**src/rtl/ntt_pkg.sv**
```systemverilog
// Shared types, default sizes and the reflection-permutation source-lane helper
// for the NTT lane commutator.
package ntt_pkg;

  localparam int NLANES_DEF = 8;
  localparam int W_DEF      = 32;
  localparam int BEATS_DEF  = 8;

  typedef logic [W_DEF-1:0] lane_t;

  // Source lane feeding output lane j at step s: lanes inside the reflection
  // window take in[s-j], lanes outside it pass straight through.
  function automatic int refl_src(input int s, input int j, input int nlanes);
    int d;
    d = s - j;
    if ((d >= 0) && (d <= nlanes - 1)) begin
      refl_src = d;
    end else begin
      refl_src = j;
    end
  endfunction

endpackage

```
**src/rtl/ntt_comm_seq.sv**
```systemverilog
// Frame sequencer: counts accepted beats and permutation steps, latches the
// frame direction at frame start and flags the last beat of a frame.
module ntt_comm_seq
  import ntt_pkg::*;
#(
  parameter int NLANES = NLANES_DEF,
  parameter int BEATS  = BEATS_DEF,
  localparam int NSTEPS = 2 * NLANES - 1,
  localparam int SW     = $clog2(NSTEPS) + 1
) (
  input  logic          clk,
  input  logic          rst_n,
  input  logic          clear,
  input  logic          dir,
  input  logic          accept,
  output logic [SW-1:0] step_eff,
  output logic          frame_done
);

  localparam int BW = $clog2(BEATS) + 1;
  localparam logic [BW-1:0] BEAT_LAST = BW'(BEATS - 1);
  localparam logic [SW-1:0] STEP_LAST = SW'(NSTEPS - 1);

  logic [BW-1:0] beat_cnt_r;
  logic [SW-1:0] step_cnt_r;
  logic          dir_q_r;
  logic          frame_start_s;
  logic          beat_last_s;
  logic          step_last_s;
  logic          dir_eff_s;

  // Decode counter positions and form the effective step; at frame start the
  // live dir input is used so beat 0 already follows the new direction.
  always_comb begin
    frame_start_s = (beat_cnt_r == {BW{1'b0}}) && (step_cnt_r == {SW{1'b0}});
    beat_last_s   = (beat_cnt_r == BEAT_LAST);
    step_last_s   = (step_cnt_r == STEP_LAST);
    if (frame_start_s) begin
      dir_eff_s = dir;
    end else begin
      dir_eff_s = dir_q_r;
    end
    if (dir_eff_s) begin
      step_eff = STEP_LAST - step_cnt_r;
    end else begin
      step_eff = step_cnt_r;
    end
    if (clear) begin
      frame_done = 1'b0;
    end else begin
      frame_done = accept & beat_last_s & step_last_s;
    end
  end

  // Beat/step counters and frame direction; advance only on accepted beats.
  always_ff @(posedge clk or negedge rst_n) begin
    if (!rst_n) begin
      beat_cnt_r <= {BW{1'b0}};
      step_cnt_r <= {SW{1'b0}};
      dir_q_r    <= 1'b0;
    end else if (clear) begin
      beat_cnt_r <= {BW{1'b0}};
      step_cnt_r <= {SW{1'b0}};
    end else if (accept) begin
      if (frame_start_s) begin
        dir_q_r <= dir;
      end
      if (beat_last_s) begin
        beat_cnt_r <= {BW{1'b0}};
        if (step_last_s) begin
          step_cnt_r <= {SW{1'b0}};
        end else begin
          step_cnt_r <= step_cnt_r + {{(SW-1){1'b0}}, 1'b1};
        end
      end else begin
        beat_cnt_r <= beat_cnt_r + {{(BW-1){1'b0}}, 1'b1};
      end
    end
  end

endmodule

```
**src/rtl/ntt_lane_commutator.sv**
```systemverilog
// Lane commutator between NTT butterfly stages: time-varying reflection
// permutation across NLANES lanes with a single registered output stage and
// valid/ready flow control.
module ntt_lane_commutator
  import ntt_pkg::*;
#(
  parameter int NLANES = NLANES_DEF,
  parameter int W      = W_DEF,
  parameter int BEATS  = BEATS_DEF
) (
  input  logic                clk,
  input  logic                rst_n,
  input  logic                clear,
  input  logic                dir,
  input  logic                in_valid,
  output logic                in_ready,
  input  logic [NLANES*W-1:0] in_lanes,
  output logic                out_valid,
  input  logic                out_ready,
  output logic [NLANES*W-1:0] out_lanes,
  output logic                frame_done
);

  localparam int NSTEPS = 2 * NLANES - 1;
  localparam int SW     = $clog2(NSTEPS) + 1;
  localparam int LW     = $clog2(NLANES);

  logic          accept_s;
  logic [SW-1:0] step_eff_s;
  logic [W-1:0]  perm_s [NLANES];

  // Handshake: ready when the output slot is free or draining; clear blocks input.
  always_comb begin
    if (clear) begin
      in_ready = 1'b0;
    end else begin
      in_ready = !out_valid | out_ready;
    end
    accept_s = in_valid & in_ready;
  end

  ntt_comm_seq #(
    .NLANES (NLANES),
    .BEATS  (BEATS)
  ) u_seq (
    .clk        (clk),
    .rst_n      (rst_n),
    .clear      (clear),
    .dir        (dir),
    .accept     (accept_s),
    .step_eff   (step_eff_s),
    .frame_done (frame_done)
  );

  for (genvar j = 0; j < NLANES; j++) begin : g_lane
    logic [LW-1:0] src_s;

    // Select the source lane for output lane j at the current effective step.
    always_comb begin
      src_s     = LW'(refl_src(int'(step_eff_s), j, NLANES));
      perm_s[j] = in_lanes[src_s*W +: W];
    end
  end

  // Output register: loads on accept, empties when drained, held while stalled.
  always_ff @(posedge clk or negedge rst_n) begin
    if (!rst_n) begin
      out_valid <= 1'b0;
      out_lanes <= {(NLANES*W){1'b0}};
    end else if (clear) begin
      out_valid <= 1'b0;
    end else if (accept_s) begin
      out_valid <= 1'b1;
      for (int k = 0; k < NLANES; k++) begin
        out_lanes[k*W +: W] <= perm_s[k];
      end
    end else if (out_ready) begin
      out_valid <= 1'b0;
    end
  end

endmodule

```
**config.mk**
```make
export PLATFORM = sky130hd
export DESIGN_NAME = ntt_lane_commutator
export DESIGN_NICKNAME = d
export VERILOG_FILES = /design/src/rtl/ntt_pkg.sv /design/src/rtl/ntt_comm_seq.sv /design/src/rtl/ntt_lane_commutator.sv
export SDC_FILE = /design/constraint.sdc
export NUM_CORES = 2
export LEC_CHECK = 0
export CAP_MARGIN = 10
export CORE_AREA = 4 4 218 220
export DETAILED_ROUTE_END_ITERATION = 10
export DIE_AREA = 0 0 222 224
export MAX_ROUTING_LAYER = met4
export PLACE_DENSITY = 0.87
export SYNTH_ARGS = -nofsm -noshare
export SYNTH_HDL_FRONTEND = slang
export SYNTH_HIERARCHICAL = 1
export SYNTH_SLANG_ARGS = --single-unit
```
**constraint.sdc**
```tcl
create_clock -name clk -period 11.17 [get_ports clk]
set_input_delay 1.117 -clock clk [delete_from_list [all_inputs] [get_ports clk]]
set_output_delay 1.117 -clock clk [all_outputs]
set_load 0.02 [all_outputs]
```
Word level (Yosys, flattened, before mapping)
Index checks and enable logic that the tools add are counted.
{"block": "classes", "multipliers": 0, "add_sub_neg": 10, "bitwise": 5, "n_reduce_logical": 17, "shifts": 8, "n_mux": 22, "n_lt_le_gt_ge": 16, "div": 0, "eq_ne": 2}
{"operator": "variable part select 256 x 9 -> 32 bit", "count": 8}
{"operator": ">= comparator 6 x 1 -> 1 bit (second input constant)", "count": 7}
{"operator": "<= comparator 6 x 4 -> 1 bit (second input constant)", "count": 7}
{"operator": "2-to-1 mux 5 bit", "count": 5}
{"operator": "2-to-1 mux 3 bit", "count": 8}
{"operator": "subtractor 5 x 3 -> 6 bit (second input constant)", "count": 4}
{"operator": "2-to-1 mux 4 bit", "count": 3}
{"operator": "subtractor 5 x 2 -> 6 bit (second input constant)", "count": 2}
{"operator": "logical AND 1 bit", "count": 9}
{"operator": "2-to-1 mux 1 bit", "count": 6}
{"operator": "subtractor 5 x 1 -> 6 bit (second input constant)", "count": 1}
{"operator": "adder 5 x 1 -> 5 bit (second input constant)", "count": 1}
{"operator": "== test 5 x 4 -> 1 bit (second input constant)", "count": 1}
{"operator": ">= comparator 5 x 1 -> 1 bit (second input constant)", "count": 1}
{"operator": "<= comparator 5 x 3 -> 1 bit (second input constant)", "count": 1}
{"operator": "logical NOT 5 bit", "count": 1}
{"operator": "subtractor 4 x 5 -> 5 bit (first input constant)", "count": 1}
{"operator": "adder 4 x 1 -> 4 bit (second input constant)", "count": 1}
{"operator": "== test 4 x 3 -> 1 bit (second input constant)", "count": 1}
{"operator": "logical NOT 4 bit", "count": 1}
{"operator": "AND reduction 2 bit", "count": 2}
{"operator": "nonzero test 2 bit", "count": 2}
{"operator": "AND 1 bit", "count": 3}
{"operator": "nonzero test 3 bit", "count": 1}
{"operator": "other kinds (3)", "count": 3}
{"block": "word_totals", "wordCells": 85, "latch_bits": 0, "in_bits": 262, "ramBits": 0, "output_inout_bits": 259, "register_bits": 267, "mem_count": 0, "mem_bits_ro": 0}

Longest topological paths before layout
{"block": "depth", "depth_word": 9, "depth_mapped": 20, "mapped_depth_nobuf": 14}

Modules after synthesis
Netlist, hierarchy kept.
{"module": "ntt_lane_commutator", "seq_area_each_um2": 6431.2, "area_each_um2": 25112.8, "cells_each": 3176, "n_inst": 1}
{"module": "ntt_comm_seq", "seq_area_each_um2": 250.2, "area_each_um2": 724.4, "cells_each": 76, "n_inst": 1}

Least setup slack after synthesis
No wires, ideal clock.
{"block": "synth_path", "path_kind": "input to output", "startpoint": "in out_ready", "endpoint": "out frame_done", "arrival_ns": 3.337, "required_ns": 10.053, "stages": 11, "setup_slack_ns": 6.716, "cell_sequence": "nor2b_2 -> nor2_1 -> nand2_2 -> inv_2 -> buf_2 -> buf_2 -> buf_1 -> buf_2 -> and4b_1 -> nand2_1 -> nor2_1"}
{"block": "synth_via", "elab_chain_cells": 6}
{"element": "start, declared", "line_no": "ntt_lane_commutator.sv:19", "source": "input logic out_ready,"}
{"element": "OR 1 bit", "line_no": "ntt_lane_commutator.sv:37", "source": "in_ready = !out_valid | out_ready;"}
{"element": "2-to-1 mux 1 bit", "line_no": "ntt_lane_commutator.sv:34", "source": "if (clear) begin"}
{"element": "via in_ready", "line_no": "ntt_lane_commutator.sv:16", "source": "output logic in_ready,"}
{"element": "AND 1 bit", "line_no": "ntt_lane_commutator.sv:39", "source": "accept_s = in_valid & in_ready;"}
{"element": "via accept_s", "line_no": "ntt_lane_commutator.sv:28", "source": "logic accept_s;"}
{"element": "AND 1 bit (2 in series)", "line_no": "ntt_comm_seq.sv:51", "source": "frame_done = accept & beat_last_s & step_last_s;"}
{"element": "2-to-1 mux 1 bit", "line_no": "ntt_comm_seq.sv:48", "source": "if (clear) begin"}
{"element": "end, declared", "line_no": "ntt_lane_commutator.sv:21", "source": "output logic frame_done"}
The timed path passes the listed nets, and every way through them passes these cells.

Final worst setup path
{"block": "layout_path", "startpoint": "reg u_seq.step_cnt_r[0]", "endpoint": "reg out_lanes[46]"}
{"block": "layout_via", "elab_chain_cells": 9}
{"element": "start, declared", "line_no": "ntt_comm_seq.sv:25", "source": "logic [SW-1:0] step_cnt_r;"}
{"element": "start signal, assigned", "line_no": "ntt_comm_seq.sv:59", "source": "step_cnt_r <= {SW{1'b0}};"}
{"element": "start signal, assigned", "line_no": "ntt_comm_seq.sv:63", "source": "step_cnt_r <= {SW{1'b0}};"}
{"element": "start signal, assigned", "line_no": "ntt_comm_seq.sv:71", "source": "step_cnt_r <= {SW{1'b0}};"}
{"element": "parallel branches: the longest is 3 deep, another holds subtractor 4 x 5 -> 5 bit"}
{"element": "2-to-1 mux 5 bit *", "line_no": "ntt_comm_seq.sv:43", "source": "if (dir_eff_s) begin"}
{"element": "via step_eff_s[1]", "line_no": "ntt_lane_commutator.sv:29", "source": "logic [SW-1:0] step_eff_s;"}
{"element": "subtractor 5 x 1 -> 6 bit *", "line_no": "ntt_pkg.sv:15", "source": "d = s - j;"}
{"element": ">= comparator 6 x 1 -> 1 bit or <= comparator 6 x 4 -> 1 bit (tied branches)", "line_no": "ntt_pkg.sv:16", "source": "if ((d >= 0) && (d <= nlanes - 1)) begin"}
{"element": "logical AND 1 bit", "line_no": "ntt_pkg.sv:16"}
{"element": "2-to-1 mux 3 bit *", "line_no": "ntt_pkg.sv:16"}
{"element": "variable part select 256 x 9 -> 32 bit *", "line_no": "ntt_lane_commutator.sv:61", "source": "perm_s[j] = in_lanes[src_s*W +: W];"}
{"element": "end signal, assigned", "line_no": "ntt_lane_commutator.sv:69", "source": "out_lanes <= {(NLANES*W){1'b0}};"}
{"element": "end signal, assigned by index", "line_no": "ntt_lane_commutator.sv:75", "source": "out_lanes[k*W +: W] <= perm_s[k];"}
{"element": "end, declared", "line_no": "ntt_lane_commutator.sv:20", "source": "output logic [NLANES*W-1:0] out_lanes,"}
Mark *: on every way through the listed nets, which the timed path passes.
A chain may end at the register's enable or synchronous reset.

==> run_results.csv <==
group,metric,value,unit
global_routing,first_global_vias,30700,
synthesis,synth_area,25800,µm²
worst_setup_path,critPathKind,"reg -> reg",
clocking,root_buffer,"clkbuf_16",
die,die_y,224,µm
sta,period_minus_slack,6.23,ns
sta,clock_skew,0.0118,ns
sta,final-hold-violation-count,0,
cells_and_area,drive_gt1_frac,0.111,
routing,routed_via_density,7.78,
worst_hold_path,hold_path_class,"reg -> reg",
sta,slew_headroom,0.0469,
global_routing,grt_usage,0.518,
global_routing,met2_usage,0.705,
clocking,cts_tree,"built",
synthesis,synth.avg_cell_area,7.95,µm²
sta,drv_slew,0,
routing,first_pass_iters,10,
clocking,cts_hold_buf,0,
clocking,clk_latency,0.58,ns
die,row_count,78,
synthesis,seq_area_frac_synth,0.259,
routing,drc_errors,0,
clocking,cts.clk_slew.worst_paths,0.06,ns
worst_setup_path,critPathArrivalTime,6.73,ns
sta,grt_setup_unrepaired,"no",
cells_and_area,nets,3824,
synthesis,synth-edff-count,0,
synthesis,ys_async_sr_fraction,1.00,
worst_setup_path,cp.required,11.67,ns
die,die_area,49700,µm²
sta,period_share,0.558,
power_and_ir_drop,irDropWorstVdd,0.116,mV
synthesis,synth-seq-cells,267,
routing,ant_nets,0,
clocking,htree_levels,2,
worst_setup_path,cp_max_fo,42,
sta,setup_viol,0,
global_routing,use_met3,0.225,
clocking,cts-resized-gates,0,
placement,dp_hpwl,81.8,mm
clocking,clock-sinks,267,
routing,vias,32500,
global_routing,grt_antenna_before_repair,11,
routing,first_iter_violations,6230,
run_status,status,"finished clean",
die,fp.dieW,222,µm
worst_setup_path,worst_setup_path_end_kind,"register",
sta,timing.fmax,0.160,GHz
synthesis,synth_area_leaders,"dfrtp_1 (26%), nand2_1 (9.6%), mux2i_1 (9.3%)",
power_and_ir_drop,power,4.88,mW
clocking,cts_buffer_depth,3,
placement,gp_congestion,1.05,
die,ios,521,
cells_and_area,final_area,32200,µm²
placement,dp_cells,4109,
placement,place_area,31000,µm²
synthesis,syn_nets,3531,
sta,finalSetupTns,0,ns
worst_setup_path,r2r_slack,4.94,ns
global_routing,grt_start_max_net_pins,116,
synthesis,yosys.area.top_type,"dfrtp_1",
power_and_ir_drop,power_density,152,nW/µm²
power_and_ir_drop,p_leak,12.4,nW
job,cap_violations,0,
worst_setup_path,startpoint_type,"register",
routing,routed_wl,132,mm
global_routing,busiest_layer,"met2",
clocking,cts_setup_buffers,0,
placement,port-buffer-count,520,
synthesis,synthCells,3252,
synthesis,synth_cell_types,92,
global_routing,overflow,0,
sta,worst_pin_slew,1.43,ns
global_routing,grt_pass1_wl,193,mm
synthesis,synth_top_flop_cell,"dfrtp_1",
cells_and_area,finalNonFillerCells,4180,
cells_and_area,fillers,3562,
routing,wire_per_inst,31.6,µm
synthesis,synth_top_cell_area_share,0.259,
cells_and_area,synthToLayoutAreaGrowth,24.5,%
global_routing,use_met1,0.604,
die,initial_core_util,0.571,
die,core,45300,µm²
synthesis,yosysMostFrequentCell,"nand2_1",
synthesis,yosys-top-cells-count,"nand2_1 (664), nand3_1 (278), dfrtp_1 (267)",
synthesis,yosysWarnings,6,
clocking,cts-buffers-inserted,34,
-- worst max-delay path, stage by stage (launching register included) --
cell and delay (ns):
dfrtp_4 0.56, inv_1 0.15, ha_1 0.15, nor4b_2 0.20
nand3_2 0.19, mux2i_1 0.34, mux2i_4 0.28, buf_4 0.59
inv_2 0.05, buf_4 0.35, ha_4 0.64, clkinv_1 0.18
nor2_2 0.83, and3_2 1.05, a21oi_1 0.18, o2bb2ai_1 0.18
a21oi_1 0.15
-- placed cells by master (no fill, tap or decap), types with 99 or more instances in the layout --
master           instances
nor2_1                 165
a21oi_1                160
clkdlybuf4s50_1        519
a31oi_1                 99
nand3_1                273
nand2_1                661
dfrtp_1                266
mux2i_1                238
o21ai_0                110
mux2_2                 101
o22ai_1                105
-- through the flow --
step	hold slack, ns	util	worst slack, ns
finish	0.471	0.710	4.94
global route	0.506	0.710	4.89
CTS	0.473	0.710	5.25
detailed placement	0.461	0.686	4.98
global placement	0.457	0.686	5.13
floorplan	0.510	-	6.72
-- power breakdown --
group / internal [mW] / total (mW) / switching [mW]
clock: 0.650 / 1.14 / 0.488
combinational: 0.950 / 2.33 / 1.37
sequential: 1.20 / 1.42 / 0.222
total: 2.80 / 4.88 / 2.08
-- sequential cells by signal, indices dropped and copies added, names as in the netlist, named ones only --
name and flops:
out_lanes 256, out_valid 1, u_seq/beat_cnt_r 4, u_seq/step_cnt_r 5
-- per-layer routing --
| layer | wire length (µm) | vias up |
|---|---|---|
| met3 | 24000 | 1221 |
| met5 | 0 | - |
| met4 | 13600 | 0 |
| met2 | 52400 | 3779 |
| met1 | 42300 | 14700 |
| li1 | - | 12800 |
-- cell families after synthesis --
kind of cell	after synthesis	synth area share
and+or+nand+nor	1268	0.219
adders and majority gates	17	0.00823
muxes	417	0.199
DFF	267	0.259
buffers and inverters	346	0.0623
AOI/OAI and AO/OA	919	0.246
xor gates and xnor gates	18	0.00697
-- area by class of cell --
| class | count | area (µm²) | share of cell area |
|---|---|---|---|
| multi-input combinational | 2639 | 17800 | 0.554 |
| sequential | 267 | 6690 | 0.208 |
| timing repair buffer | 585 | 5700 | 0.177 |
| clock buffer | 54 | 1060 | 0.0330 |
| tap | 600 | 751 | 0.0233 |
| inverter | 18 | 75.1 | 0.00233 |
| clock inverter | 6 | 32.5 | 0.00101 |
| antenna | 11 | 27.5 | 0.000856 |
-- path summary, 6_finish.rpt --
kind,start,to,cells after the start
setup / recovery,u_seq/step_cnt_r[0]$_DFFE_PN0P_,out_lanes[46]$_DFFE_PN0P_,16
hold / removal,out_lanes[122]$_DFFE_PN0P_,out_lanes[122]$_DFFE_PN0P_,2
setup reg to reg,u_seq/step_cnt_r[0]$_DFFE_PN0P_,out_lanes[46]$_DFFE_PN0P_,16
hold reg to reg,out_lanes[122]$_DFFE_PN0P_,out_lanes[122]$_DFFE_PN0P_,2
max in group asynchronous,rst_n,out_lanes[9]$_DFFE_PN0P_,3
min in group asynchronous,rst_n,out_lanes[92]$_DFFE_PN0P_,1
No activity file was read; power rests on OpenSTA's default activity.
